$ cat config.mk
export PLATFORM = sky130hd
export DESIGN_NAME = pipe_adder_flat
export DESIGN_NICKNAME = d
export VERILOG_FILES = /design/src/rtl/pipe_adder_pkg.sv /design/src/rtl/pipe_adder_if.sv /design/src/rtl/pipe_adder_seg.sv /design/src/rtl/pipe_adder.sv /design/src/flat_wrapper.sv
export SDC_FILE = /design/constraint.sdc
export NUM_CORES = 1
export LEC_CHECK = 0
export ABC_AREA = 0
export CAP_MARGIN = 20
export CORE_MARGIN = 4
export CORE_UTILIZATION = 50
export CTS_CLUSTER_DIAMETER = 30
export CTS_CLUSTER_SIZE = 16
export DETAILED_ROUTE_END_ITERATION = 6
export PLACE_DENSITY = 0.73
export SLEW_MARGIN = 5
export SYNTH_ARGS = -nofsm -noshare
export SYNTH_HDL_FRONTEND = slang
export SYNTH_SLANG_ARGS = --single-unit
$ cat constraint.sdc
create_clock -name clk -period 4.4 [get_ports clk]
set_input_delay 0.44 -clock clk [delete_from_list [all_inputs] [get_ports clk]]
set_output_delay 0.44 -clock clk [all_outputs]
set_load 0.01 [all_outputs]
$ cat src/rtl/pipe_adder_pkg.sv
// Shared definitions for the pipelined adder: default data width and the
// add/subtract mode encoding.
`ifndef LEN_DATA
`define LEN_DATA 64
`endif

package pipe_adder_pkg;

  localparam int LEN_DATA = `LEN_DATA;

  typedef enum logic {
    MODE_ADD = 1'b0,
    MODE_SUB = 1'b1
  } mode_e;

endpackage

$ cat src/rtl/pipe_adder_if.sv
// Operand/result bundle for the pipelined adder. The master side issues
// operands, the slave side (the adder) returns results.
interface pipe_adder_if
  import pipe_adder_pkg::*;
  #(parameter int WIDTH = LEN_DATA);

  logic             en;
  logic             valid;
  logic [WIDTH-1:0] a;
  logic [WIDTH-1:0] b;
  logic             sub;
  logic             cin;
  logic [WIDTH-1:0] sum;
  logic             cout;
  logic             ovf;
  logic             rdy;

  modport master (
    output en, valid, a, b, sub, cin,
    input  sum, cout, ovf, rdy
  );

  modport slave (
    input  en, valid, a, b, sub, cin,
    output sum, cout, ovf, rdy
  );

endinterface

$ cat src/rtl/pipe_adder_seg.sv
// One carry segment of the pipelined adder: W-bit add with carry in/out and
// a signed-overflow tap taken at the segment MSB (only meaningful on the
// most significant segment).
module adder_seg
  import pipe_adder_pkg::*;
  #(parameter int W = 16)
  (
    input  logic [W-1:0] a,
    input  logic [W-1:0] b,
    input  logic         ci,
    output logic [W-1:0] s,
    output logic         co,
    output logic         ovf
  );

  assign {co, s} = {1'b0, a} + {1'b0, b} + {{W{1'b0}}, ci};
  assign ovf     = (a[W-1] == b[W-1]) && (s[W-1] != a[W-1]);

endmodule

$ cat src/rtl/pipe_adder.sv
// Carry-segmented pipelined adder/subtractor. Stage k adds segment k and
// hands its carry to stage k+1. Operands still waiting for their segment
// ride along in the per-stage operand registers (skew), and finished
// segments accumulate in the per-stage partial-sum register (de-skew), so
// the whole result leaves the last stage at once. Stage 0 works directly on
// the inputs, which gives a latency of STAGES enabled edges.
module pipe_adder
  import pipe_adder_pkg::*;
  #(
    parameter int WIDTH  = LEN_DATA,
    parameter int STAGES = 4
  )
  (
    input  logic          clk,
    input  logic          rst,
    pipe_adder_if.slave   bus
  );

  localparam int SEG = WIDTH / STAGES;

  if (STAGES < 1 || STAGES > WIDTH || (WIDTH % STAGES) != 0) begin : g_bad_cfg
    $error("pipe_adder: STAGES must be 1..WIDTH and divide WIDTH");
  end

  // Values presented to each stage (stage 0 from the inputs, others from
  // the previous stage register).
  logic [WIDTH-1:0] st_a [STAGES];
  logic [WIDTH-1:0] st_b [STAGES];
  logic [WIDTH-1:0] st_s [STAGES];
  logic             st_c [STAGES];
  logic             st_v [STAGES];

  // Stage output registers; the last one is the result register.
  logic [WIDTH-1:0] pr_a [STAGES];
  logic [WIDTH-1:0] pr_b [STAGES];
  logic [WIDTH-1:0] pr_s [STAGES];
  logic             pr_c [STAGES];
  logic             pr_v [STAGES];
  logic             ovf_r;

  logic [SEG-1:0]   seg_sum [STAGES];
  logic             seg_co  [STAGES];
  logic             seg_ovf [STAGES];

  for (genvar k = 0; k < STAGES; k++) begin : g_stage
    if (k == 0) begin : g_in
      // Subtraction is a + ~b + 1; cin is ignored in that mode.
      assign st_a[0] = bus.a;
      assign st_b[0] = (bus.sub == MODE_SUB) ? ~bus.b : bus.b;
      assign st_c[0] = (bus.sub == MODE_SUB) ? 1'b1 : bus.cin;
      assign st_s[0] = '0;
      assign st_v[0] = bus.valid;
    end else begin : g_link
      assign st_a[k] = pr_a[k-1];
      assign st_b[k] = pr_b[k-1];
      assign st_s[k] = pr_s[k-1];
      assign st_c[k] = pr_c[k-1];
      assign st_v[k] = pr_v[k-1];
    end

    adder_seg #(.W(SEG)) u_seg (
      .a   (st_a[k][k*SEG +: SEG]),
      .b   (st_b[k][k*SEG +: SEG]),
      .ci  (st_c[k]),
      .s   (seg_sum[k]),
      .co  (seg_co[k]),
      .ovf (seg_ovf[k])
    );
  end

  // Advance all stages on en; data registers only load for valid slots so a
  // bubble leaves the previous result standing at the output.
  always_ff @(posedge clk) begin
    if (!rst) begin
      for (int k = 0; k < STAGES; k++) begin
        pr_a[k] <= '0;
        pr_b[k] <= '0;
        pr_s[k] <= '0;
        pr_c[k] <= 1'b0;
        pr_v[k] <= 1'b0;
      end
      ovf_r <= 1'b0;
    end else if (bus.en) begin
      for (int k = 0; k < STAGES; k++) begin
        pr_v[k] <= st_v[k];
        if (st_v[k]) begin
          pr_a[k]                  <= st_a[k];
          pr_b[k]                  <= st_b[k];
          pr_s[k]                  <= st_s[k];
          pr_s[k][k*SEG +: SEG]    <= seg_sum[k];
          pr_c[k]                  <= seg_co[k];
        end
      end
      if (st_v[STAGES-1]) begin
        ovf_r <= seg_ovf[STAGES-1];
      end
    end
  end

  assign bus.sum  = pr_s[STAGES-1];
  assign bus.cout = pr_c[STAGES-1];
  assign bus.ovf  = ovf_r;
  assign bus.rdy  = pr_v[STAGES-1];

endmodule
$ cat src/flat_wrapper.sv
// flat-port wrapper written by rule: the top's interface ports become plain ports
module pipe_adder_flat import pipe_adder_pkg::*;
#(
    parameter int WIDTH  = LEN_DATA,
    parameter int STAGES = 4
  )
  (clk, rst, bus_en, bus_valid, bus_a, bus_b, bus_sub, bus_cin, bus_sum, bus_cout, bus_ovf, bus_rdy);
  pipe_adder_if #(.WIDTH(WIDTH)) bus_i ();
  input  logic clk;
  input  logic rst;
  input wire logic [$bits(bus_i.en)-1:0] bus_en;
  input wire logic [$bits(bus_i.valid)-1:0] bus_valid;
  input wire logic [$bits(bus_i.a)-1:0] bus_a;
  input wire logic [$bits(bus_i.b)-1:0] bus_b;
  input wire logic [$bits(bus_i.sub)-1:0] bus_sub;
  input wire logic [$bits(bus_i.cin)-1:0] bus_cin;
  output wire logic [$bits(bus_i.sum)-1:0] bus_sum;
  output wire logic [$bits(bus_i.cout)-1:0] bus_cout;
  output wire logic [$bits(bus_i.ovf)-1:0] bus_ovf;
  output wire logic [$bits(bus_i.rdy)-1:0] bus_rdy;
  assign bus_i.en = bus_en;
  assign bus_i.valid = bus_valid;
  assign bus_i.a = bus_a;
  assign bus_i.b = bus_b;
  assign bus_i.sub = bus_sub;
  assign bus_i.cin = bus_cin;
  assign bus_sum = bus_i.sum;
  assign bus_cout = bus_i.cout;
  assign bus_ovf = bus_i.ovf;
  assign bus_rdy = bus_i.rdy;
  pipe_adder #(.WIDTH(WIDTH), .STAGES(STAGES)) u_core (.clk(clk), .rst(rst), .bus(bus_i));
endmodule
Word level (Yosys, flattened, before mapping)
Memory sizes are Yosys's and may differ from the RTL's.
Index checks and enable logic that the tools add are counted.
{"block": "totals", "output_inout_bits": 67, "regBits": 1, "mem_bits_rw": 776, "inputBits": 134, "wordCells": 89, "mem_count": 5}
{"block": "op_classes", "n_reduce_logical": 2, "n_eq_ne": 2, "add_sub_neg": 8, "bitwise_logic": 25, "n_mux": 46}
{"name": "u_core.pr_a", "words": 4, "width": 64, "rd": 3, "rd_ports_with_merged_regs": 0, "write_ports": 4, "line": "pipe_adder.sv:34", "rtl": "logic [WIDTH-1:0] pr_a [STAGES];"}
{"name": "u_core.pr_b", "words": 4, "width": 64, "rd": 3, "rd_ports_with_merged_regs": 0, "write_ports": 4, "line": "pipe_adder.sv:35", "rtl": "logic [WIDTH-1:0] pr_b [STAGES];"}
{"name": "u_core.pr_s", "words": 4, "width": 64, "rd": 4, "rd_ports_with_merged_regs": 0, "write_ports": 4, "line": "pipe_adder.sv:36", "rtl": "logic [WIDTH-1:0] pr_s [STAGES];"}
{"name": "u_core.pr_c", "words": 4, "width": 1, "rd": 4, "rd_ports_with_merged_regs": 0, "write_ports": 4, "line": "pipe_adder.sv:37", "rtl": "logic pr_c [STAGES];"}
{"name": "u_core.pr_v", "words": 4, "width": 1, "rd": 4, "rd_ports_with_merged_regs": 0, "write_ports": 4, "line": "pipe_adder.sv:38", "rtl": "logic pr_v [STAGES];"}
{"operator": "$mux W64", "count": 13}
{"operator": "$add A16 B16 Y17", "count": 4}
{"operator": "$add A17 B1 Y17", "count": 4}
{"operator": "$mux W16", "count": 4}
{"operator": "$not A64 Y64", "count": 1}
{"operator": "$mux W1", "count": 29}
{"operator": "$or A1 B1 Y1", "count": 24}
{"operator": "$reduce_and A2 Y1", "count": 1}
{"operator": "$eq A1 B1 Y1", "count": 1}
{"operator": "$logic_and A1 B1 Y1", "count": 1}
{"operator": "$ne A1 B1 Y1", "count": 1}

Logic depth before layout (Yosys ltp)
Gate-level depths: netlist of run 1.
An unclocked memory read counts as a cell.
{"block": "logic_depth", "ltp_word": 7, "mapped_depth": 12, "mapped_depth_nobuf": 10}

By module
Synthesis of run 1 repeated with hierarchy kept, for this count alone.
{"block": "hier_totals", "hier_cells": 1248, "area_unflattened_um2": 17011.3}
{"mod": "pipe_adder", "seq_area_each_um2": 10770.3, "area_per_inst_um2": 13943.4, "cells_each": 860, "instances": 1}
{"mod": "adder_seg at u_core.g_stage[0].u_seg ...", "seq_area_each_um2": 0.0, "area_per_inst_um2": 775.7, "cells_each": 98, "instances": 3}
{"mod": "adder_seg at u_core.g_stage[3].u_seg", "seq_area_each_um2": 0.0, "area_per_inst_um2": 740.7, "cells_each": 94, "instances": 1}

Worst setup path before layout of run 1
No wires, ideal clock.
{"block": "synth_timing", "kind": "in2reg", "from": "in bus_en", "to": "mem u_core.pr_a[0][16] in the netlist's numbering (enable)", "t_required_ns": 3.924, "path_stages": 3, "path_buffers": 1, "setup_time_ns": 0.476, "slack_ns": 0.893, "arrival_ns": 3.031, "path_cell_list": "buf_2 > nand2_1 > nand2_1"}
{"element": "start: declaration", "line": "flat_wrapper.sv:11", "rtl": "input wire logic [$bits(bus_i.en)-1:0] bus_en;"}
{"element": "end: declaration", "line": "pipe_adder.sv:34"}

==> metrics.md, run 1 <==
| Metric | Value |
|---|---|
| Flop-to-flop setup slack | `1.38 ns` |
| Post-CTS Setup Inserts | `0` |
| Die area | `36000 sq um` |
| Pwr/cell area | `477 nW/um^2` |
| Resize count post-CTS | `0` |
| Via density | `5.00` |
| Post-synth cell types | `57` |
| Setup total negative slack | `0 ns` |
| Largest stage delay, worst path | `0.49 ns` |
| Hold Violations, Final | `0` |
| Setup Crit Path Kind | `flip-flop to flip-flop` |
| Avg WL per Cell | `15.9 um` |
| Worst EP required | `4.66 ns` |
| Cell total after placement | `1830` |
| Slew @ Worst Pin | `0.892 ns` |
| Number of global-route vias before repair | `10055` |
| Leakage | `0.00823 uW` |
| Final #Nets | `1662` |
| Compound-Gate Fraction of Synth Area | `6.57%` |
| Slew Viols, Final | `0` |
| Final Power | `10200 uW` |
| CTS Buf Count | `69` |
| CTS clk-pin slew, worst paths | `0.05 ns` |
| Smallest hold slack | `0.503 ns` |
| Syn avg cell area | `13.5 sq um` |
| CP Capture Type | `flip-flop` |
| RSZ-0062 raised after global routing | `false` |
| Root Buffer | `clkbuf_16` |
| Placer Congestion | `0.866` |
| Max-cap violations | `0` |
| Synth Area in XOR/XNOR | `5.25%` |
| Final HPWL from detailed placement | `20600 um` |
| Buf/Inv on CP | `0` |
| Part of the Yosys area used for sequential elements | `65.6%` |
| Final period utilization | `68.7%` |
| Share of flip-flops with an asynchronous set or reset | `0%` |
| First-pass GRT wire length | `50800 um` |
| Total vias in the final route | `9803` |
| DR iter-0 viols | `563` |
| Critical-path maximum fanout | `4` |
| FMAX | `331 MHz` |
| Area of the core | `32500 sq um` |
| Post-synth EDFFs | `360` |
| Initial antenna violation count | `4` |
| Most common library cells after synthesis | `edfxtp_1, and2_1, nor2_1, xnor2_1, ha_1` |
| Initial Utilization | `50.8%` |
| Slowest-stage cell, CP | `fa_1` |
| Worst Hold Class | `flip-flop to flip-flop` |
| Warnings, synthesis | `0` |
| Setup violations, final | `0` |
| Worst rel slew slack | `40.5%` |
| Critical-path cell list | `fa_1 -> fa_1 -> a211oi_1 -> o21ai_0 -> a311oi_2 -> nand2_1 -> a211oi_1 -> nor3_1` |
| Largest net degree at the start of global routing | `114` |
| Worst Setup SP | `u_core.pr_a[0][16]$_SDFFCE_PN0P_` |
| Cell with the most instances after synthesis | `edfxtp_1` |
| Die height | `190 um` |
| Yosys top cell by area | `edfxtp_1` |
| Final std cells w/o fill | `1961` |
| Startpoint types | `flip-flop` |
| H-tree depth | `3` |
| ANT nets after route | `0` |
| Simple-Gate Fraction of Synth Area | `15.3%` |
| CTS tree | `done` |
| Synth Net Count | `1423` |
| Worst EP arrival | `3.28 ns` |
| Synth Instances | `1221` |
| IO Port Bufs | `200` |
| Main synth FF type | `edfxtp_1` |
| Max VDD drop | `0.257 mV` |
| Final WS setup | `1.38 ns` |
| Max Root-Sink Buffers | `3` |
| Area Growth Syn to Fin | `29.7%` |
| DR pass1 iterations | `4` |
| Synth area leaders | `edfxtp_1, and2_1, ha_1` |
| IO Pins | `201` |
| Rows | `66` |
| CTS Hold Bufs | `0` |
| Clock Latency Late Sink | `0.54 ns` |
| Place WS | `1.05 ns` |
| Worst Skew | `0.0187 ns` |
| Worst r2r src | `u_core.pr_a[0][16]$_SDFFCE_PN0P_` |
| Die Wd | `190 um` |
| Largest family of logic cells by synthesized area | `simple AND/OR/NAND/NOR gates` |
| Drc violations | `0` |
| Share of cells above drive strength 1 | `9.76%` |
| Multiplexer share of the synthesized area | `0.303%` |
| Grt total ovfl | `0` |
| Outcome | `completed` |
| Hold Crit Start | `u_core.pr_b[0][43]$_SDFFCE_PN0P_` |
| Synth Area in Adders | `5.52%` |
| Netlist Area Pre-Place | `16500 sq um` |
| #FFs+latches synth | `361` |
| Overall routing resource usage | `17.6%` |
| Min Tclk post-route | `3.02 ns` |
| Top Family by Delay on Critical Path | `compound AO/OA/AOI/OAI gates` |
| Post-synth top area share | `65.5%` |
| Routed WL | `31200 um` |
| Clock sink total | `361` |
through the flow:
step / utilization (%) / instance area, sq um
finish: 65.8 / 21400
global route: 65.8 / 21400
CTS: 65.8 / 21400
detailed placement: 58.5 / 19000
global placement: 58.5 / 19000
floorplan: - / 16500
report_power, final:
part	switching, uW	total [uW]	internal (uW)
logic	498	937	439
registers	57.3	4090	4030
clock network	1710	5200	3490
total	2260	10200	7960
kinds of logic after synthesis:
logic type      count (synthesis)
flops                         361
compound gates                157
fa+ha+maj                      68
xor+xnor                       99
buf+inv                        63
mux                             5
simple gates                  468
worst register-to-register path: cells and delay by family (launching register included):
| kind | cells | cell delay (ns) |
|---|---|---|
| compound gates | 4 | 1.25 |
| fa+ha+maj | 2 | 0.93 |
| flops | 1 | 0.39 |
| simple gates | 2 | 0.18 |
layout make-up:
type                       instances  area (sq um)
multi-input combinational        797          5470
inverter                          17          63.8
clock buffer                      76          1800
clock inverter                    51           559
antenna                            3          7.51
timing repair buffer             214          2140
sequential                       361         10800
tap                              442           553
fill                            2413         11100
layout by cell type, fill, tap and decap left out, types with 9 or more instances in the layout:
cell type and instances:
a211oi_1 14, a21o_1 17, a21oi_1 34, and2_1 247
buf_4 12, bufinv_16 9, clkbuf_16 71, clkdlybuf4s50_1 199
clkinv_2 14, clkinvlp_4 9, edfxtp_1 360, ha_1 60
inv_1 16, nand2_1 33, nand2b_1 11, nand3_1 15
nor2_1 113, nor3_1 20, o21a_1 17, o21ai_0 29
xnor2_1 65, xor2_1 34
routing by layer:
layer	up-vias	track usage [%]	share of wire [%]
li1	4868	-	-
met2	307	31.1	51
met5	-	0	0.067
met4	4	5.54	2.2
met1	4575	21.2	39
met3	49	4.70	7.0
state kept, by name (all words and copies together) (netlist names):
| register | count |
|---|---|
| u_core.bus.ovf | 1 |
| u_core.pr_b | 96 |
| u_core.pr_a | 96 |
| u_core.pr_s | 160 |
| u_core.pr_c | 4 |
| u_core.pr_v | 4 |
final timing paths:
kind                                       end  depth (start not counted)
max reg2reg   u_core.pr_s[1][30]$_SDFFCE_PN0P_                          8
max           u_core.pr_s[1][30]$_SDFFCE_PN0P_                          8
min reg2reg  u_core.pr_b[0][107]$_SDFFCE_PN0P_                          1
min          u_core.pr_b[0][107]$_SDFFCE_PN0P_                          1
Note: power is estimated with default switching activity, not from simulation.
==> inputs of run 2 (changes only) <==
==> constraint.sdc (replaced) <==
create_clock -name clk -period 2.81 [get_ports clk]
set_input_delay 0.281 -clock clk [delete_from_list [all_inputs] [get_ports clk]]
set_output_delay 0.281 -clock clk [all_outputs]
set_load 0.01 [all_outputs]
==> metrics.md, run 2 (same netlist as run 1, synthesis figures left out) <==
| Metric | Value |
|---|---|
| Outcome | `completed` |
| Area Growth Syn to Fin | `32.2%` |
| Post-route cell area | `21800 sq um (+1.9%)` |
| Initial Utilization | `50.8% (unchanged)` |
| Routed WL | `31400 um (+0.79%)` |
| Filler cells | `2287 (-5.2%)` |
| Worst EP arrival | `2.94 ns (-0.34 ns)` |
| Largest register FFs | `160 (unchanged)` |
| Total vias in the final route | `9942 (+1.4%)` |
| Critical-path maximum fanout | `4 (unchanged)` |
| Worst EP required | `3.10 ns (-1.56 ns)` |
| Leakage | `0.00842 uW (+2.3%)` |
| Worst rel slew slack | `42.8% (+2.3 points)` |
| Setup total negative slack | `0 ns (unchanged)` |
| Max Root-Sink Buffers | `3 (unchanged)` |
| Biggest regs | `u_core.pr_s: 160 flops, u_core.pr_a: 96 flops, u_core.pr_b: 96 flops` |
| CP Capture Type | `flip-flop` |
| First-pass GRT wire length | `50100 um (-1.3%)` |
| ANT nets after route | `0 (unchanged)` |
| Top reg by flops | `u_core.pr_s` |
| Slew @ Worst Pin | `0.858 ns (-0.0342 ns)` |
| Largest net degree at the start of global routing | `78 (-32%)` |
| Share of cells above drive strength 1 | `11.3% (+1.6 points)` |
| Grt total ovfl | `0 (unchanged)` |
| DR iter-0 viols | `567 (+0.71%)` |
| Die height | `190 um (unchanged)` |
| IO Pins | `201 (unchanged)` |
| Placer Congestion | `0.851 (-1.8%)` |
| Die area | `36000 sq um (unchanged)` |
| RSZ-0062 raised after global routing | `false` |
| Startpoint types | `flip-flop` |
| Dpl cell area | `19200 sq um (+0.98%)` |
| CTS Buf Count | `72 (+4.3%)` |
| Slew Viols, Final | `0 (unchanged)` |
| Final std cells w/o fill | `1983 (+1.1%)` |
| Most frequent cells in the layout | `edfxtp_1, and2_1, clkdlybuf4s50_1` |
| Pwr/cell area | `768 nW/um^2 (+61%)` |
| Flop-to-flop setup slack | `0.16 ns (-1.22 ns)` |
| H-tree depth | `3 (unchanged)` |
| Cell total after placement | `1845 (+0.82%)` |
| Die Wd | `190 um (unchanged)` |
| Setup Crit Path Kind | `flip-flop to flip-flop` |
| Number of global-route vias before repair | `10239 (+1.8%)` |
| Initial antenna violation count | `4 (unchanged)` |
| Rows | `66 (unchanged)` |
| Worst Hold Class | `primary input to flip-flop` |
| Clock sink total | `361 (unchanged)` |
| CTS tree | `done` |
| Max-cap violations | `0 (unchanged)` |
| Overall routing resource usage | `17.5% (-0.10 points)` |
| Final period utilization | `94.4% (+26 points)` |
| CTS clk-pin slew, worst paths | `0.04 ns (about the same)` |
| Most common cell after layout, fill and taps aside | `edfxtp_1` |
| Max VDD drop | `0.453 mV (+76%)` |
| CTS Hold Bufs | `0 (unchanged)` |
| Post-Route Utilization | `67.1% (+1.3 points)` |
| Drc violations | `0 (unchanged)` |
| FMAX | `377 MHz (+14%)` |
| Worst Skew | `0.0205 ns (+0.00183 ns)` |
| Clock Latency Late Sink | `0.56 ns (+0.02 ns)` |
| Final HPWL from detailed placement | `21200 um (+3.1%)` |
| Via density | `5.01 (+0.29%)` |
| DR pass1 iterations | `5 (+1)` |
| Area of the core | `32500 sq um (unchanged)` |
| Min Tclk post-route | `2.65 ns (-0.371 ns)` |
| Root Buffer | `clkbuf_16` |
| Setup violations, final | `0 (unchanged)` |
| Hold Violations, Final | `0 (unchanged)` |
| Final #Nets | `1681 (+1.1%)` |
| Avg WL per Cell | `15.9 um (-0.33%)` |
| IO Port Bufs | `200 (unchanged)` |
==> run 2: cell types whose count changed in the layout (fill, tap and decap cells not counted), moves of 3 or more <==
cell | previous run | this run
clkbuf_16 | 71 | 76
buf_4 | 12 | 24
clkinv_4 | 6 | 3
buf_12 | 3 | 7
clkbuf_1 | 5 | 8
bufinv_16 | 9 | 13
==> run 2: power by group <==
part	internal (uW)	switching [uW]
logic	725	790
registers	6310	91.3
clock network	6120	2720
total	13200	3600
==> run 2: repair_timing <==
item,4_1_cts,5_1_grt
setup buffers,1,1
gates resized for setup,3,3
setup endpoints to repair,3,9
pin swaps,1,4
hold endpoints to repair,0,0
==> run 2: worst max-delay path, stage by stage (launching register included) <==
cell and delay (ns):
edfxtp_1 0.40, fa_2 0.41, fa_1 0.41, a211oi_2 0.25
o21ai_1 0.14, a311oi_2 0.36, nand2_1 0.12, a211oi_2 0.25
nor3_1 0.07
==> run 2: worst paths after layout <==
kind | endpoint | startpoint | cells past startpoint
max reg2reg | u_core.pr_s[1][30]$_SDFFCE_PN0P_ | u_core.pr_a[0][16]$_SDFFCE_PN0P_ | 8
max | u_core.pr_s[1][30]$_SDFFCE_PN0P_ | u_core.pr_a[0][16]$_SDFFCE_PN0P_ | 8
min | u_core.pr_a[0][57]$_SDFFCE_PN0P_ | bus_a[57] | 2
min reg2reg | u_core.pr_b[0][114]$_SDFFCE_PN0P_ | u_core.pr_b[0][50]$_SDFFCE_PN0P_ | 1
==> run 2: metal layers <==
layer | GRT usage, % | vias up | part of all wire, %
li1 | - | 4912 | -
met1 | 20.8 | 4731 | 41
met2 | 30.6 | 242 | 51
met3 | 3.85 | 55 | 5.2
met4 | 7.82 | 2 | 2.6
met5 | 0 | - | 0.064
==> run 2: area by class of cell <==
cell class	instances	area [sq um]	share of cell area, %
sequential	361	10800	49.6
multi-input combinational	797	5500	25.2
timing repair buffer	230	2310	10.6
clock buffer	84	1930	8.85
clock inverter	49	629	2.88
tap	442	553	2.53
inverter	17	63.8	0.292
antenna	3	7.51	0.0344
==> run 2: through the flow <==
stage / setup slack [ns] / hold slack [ns] / power [uW]
4_1_cts: 0.0120 / 0.352 / 16900
5_1_grt: 0.000477 / 0.379 / 17400
6_report: 0.158 / 0.386 / 16800
3_3_place_gp: -0.187 / 0.500 / 7960
3_5_place_dp: -0.340 / 0.501 / 8000
2_1_floorplan: 0.0187 / 0.479 / 7410
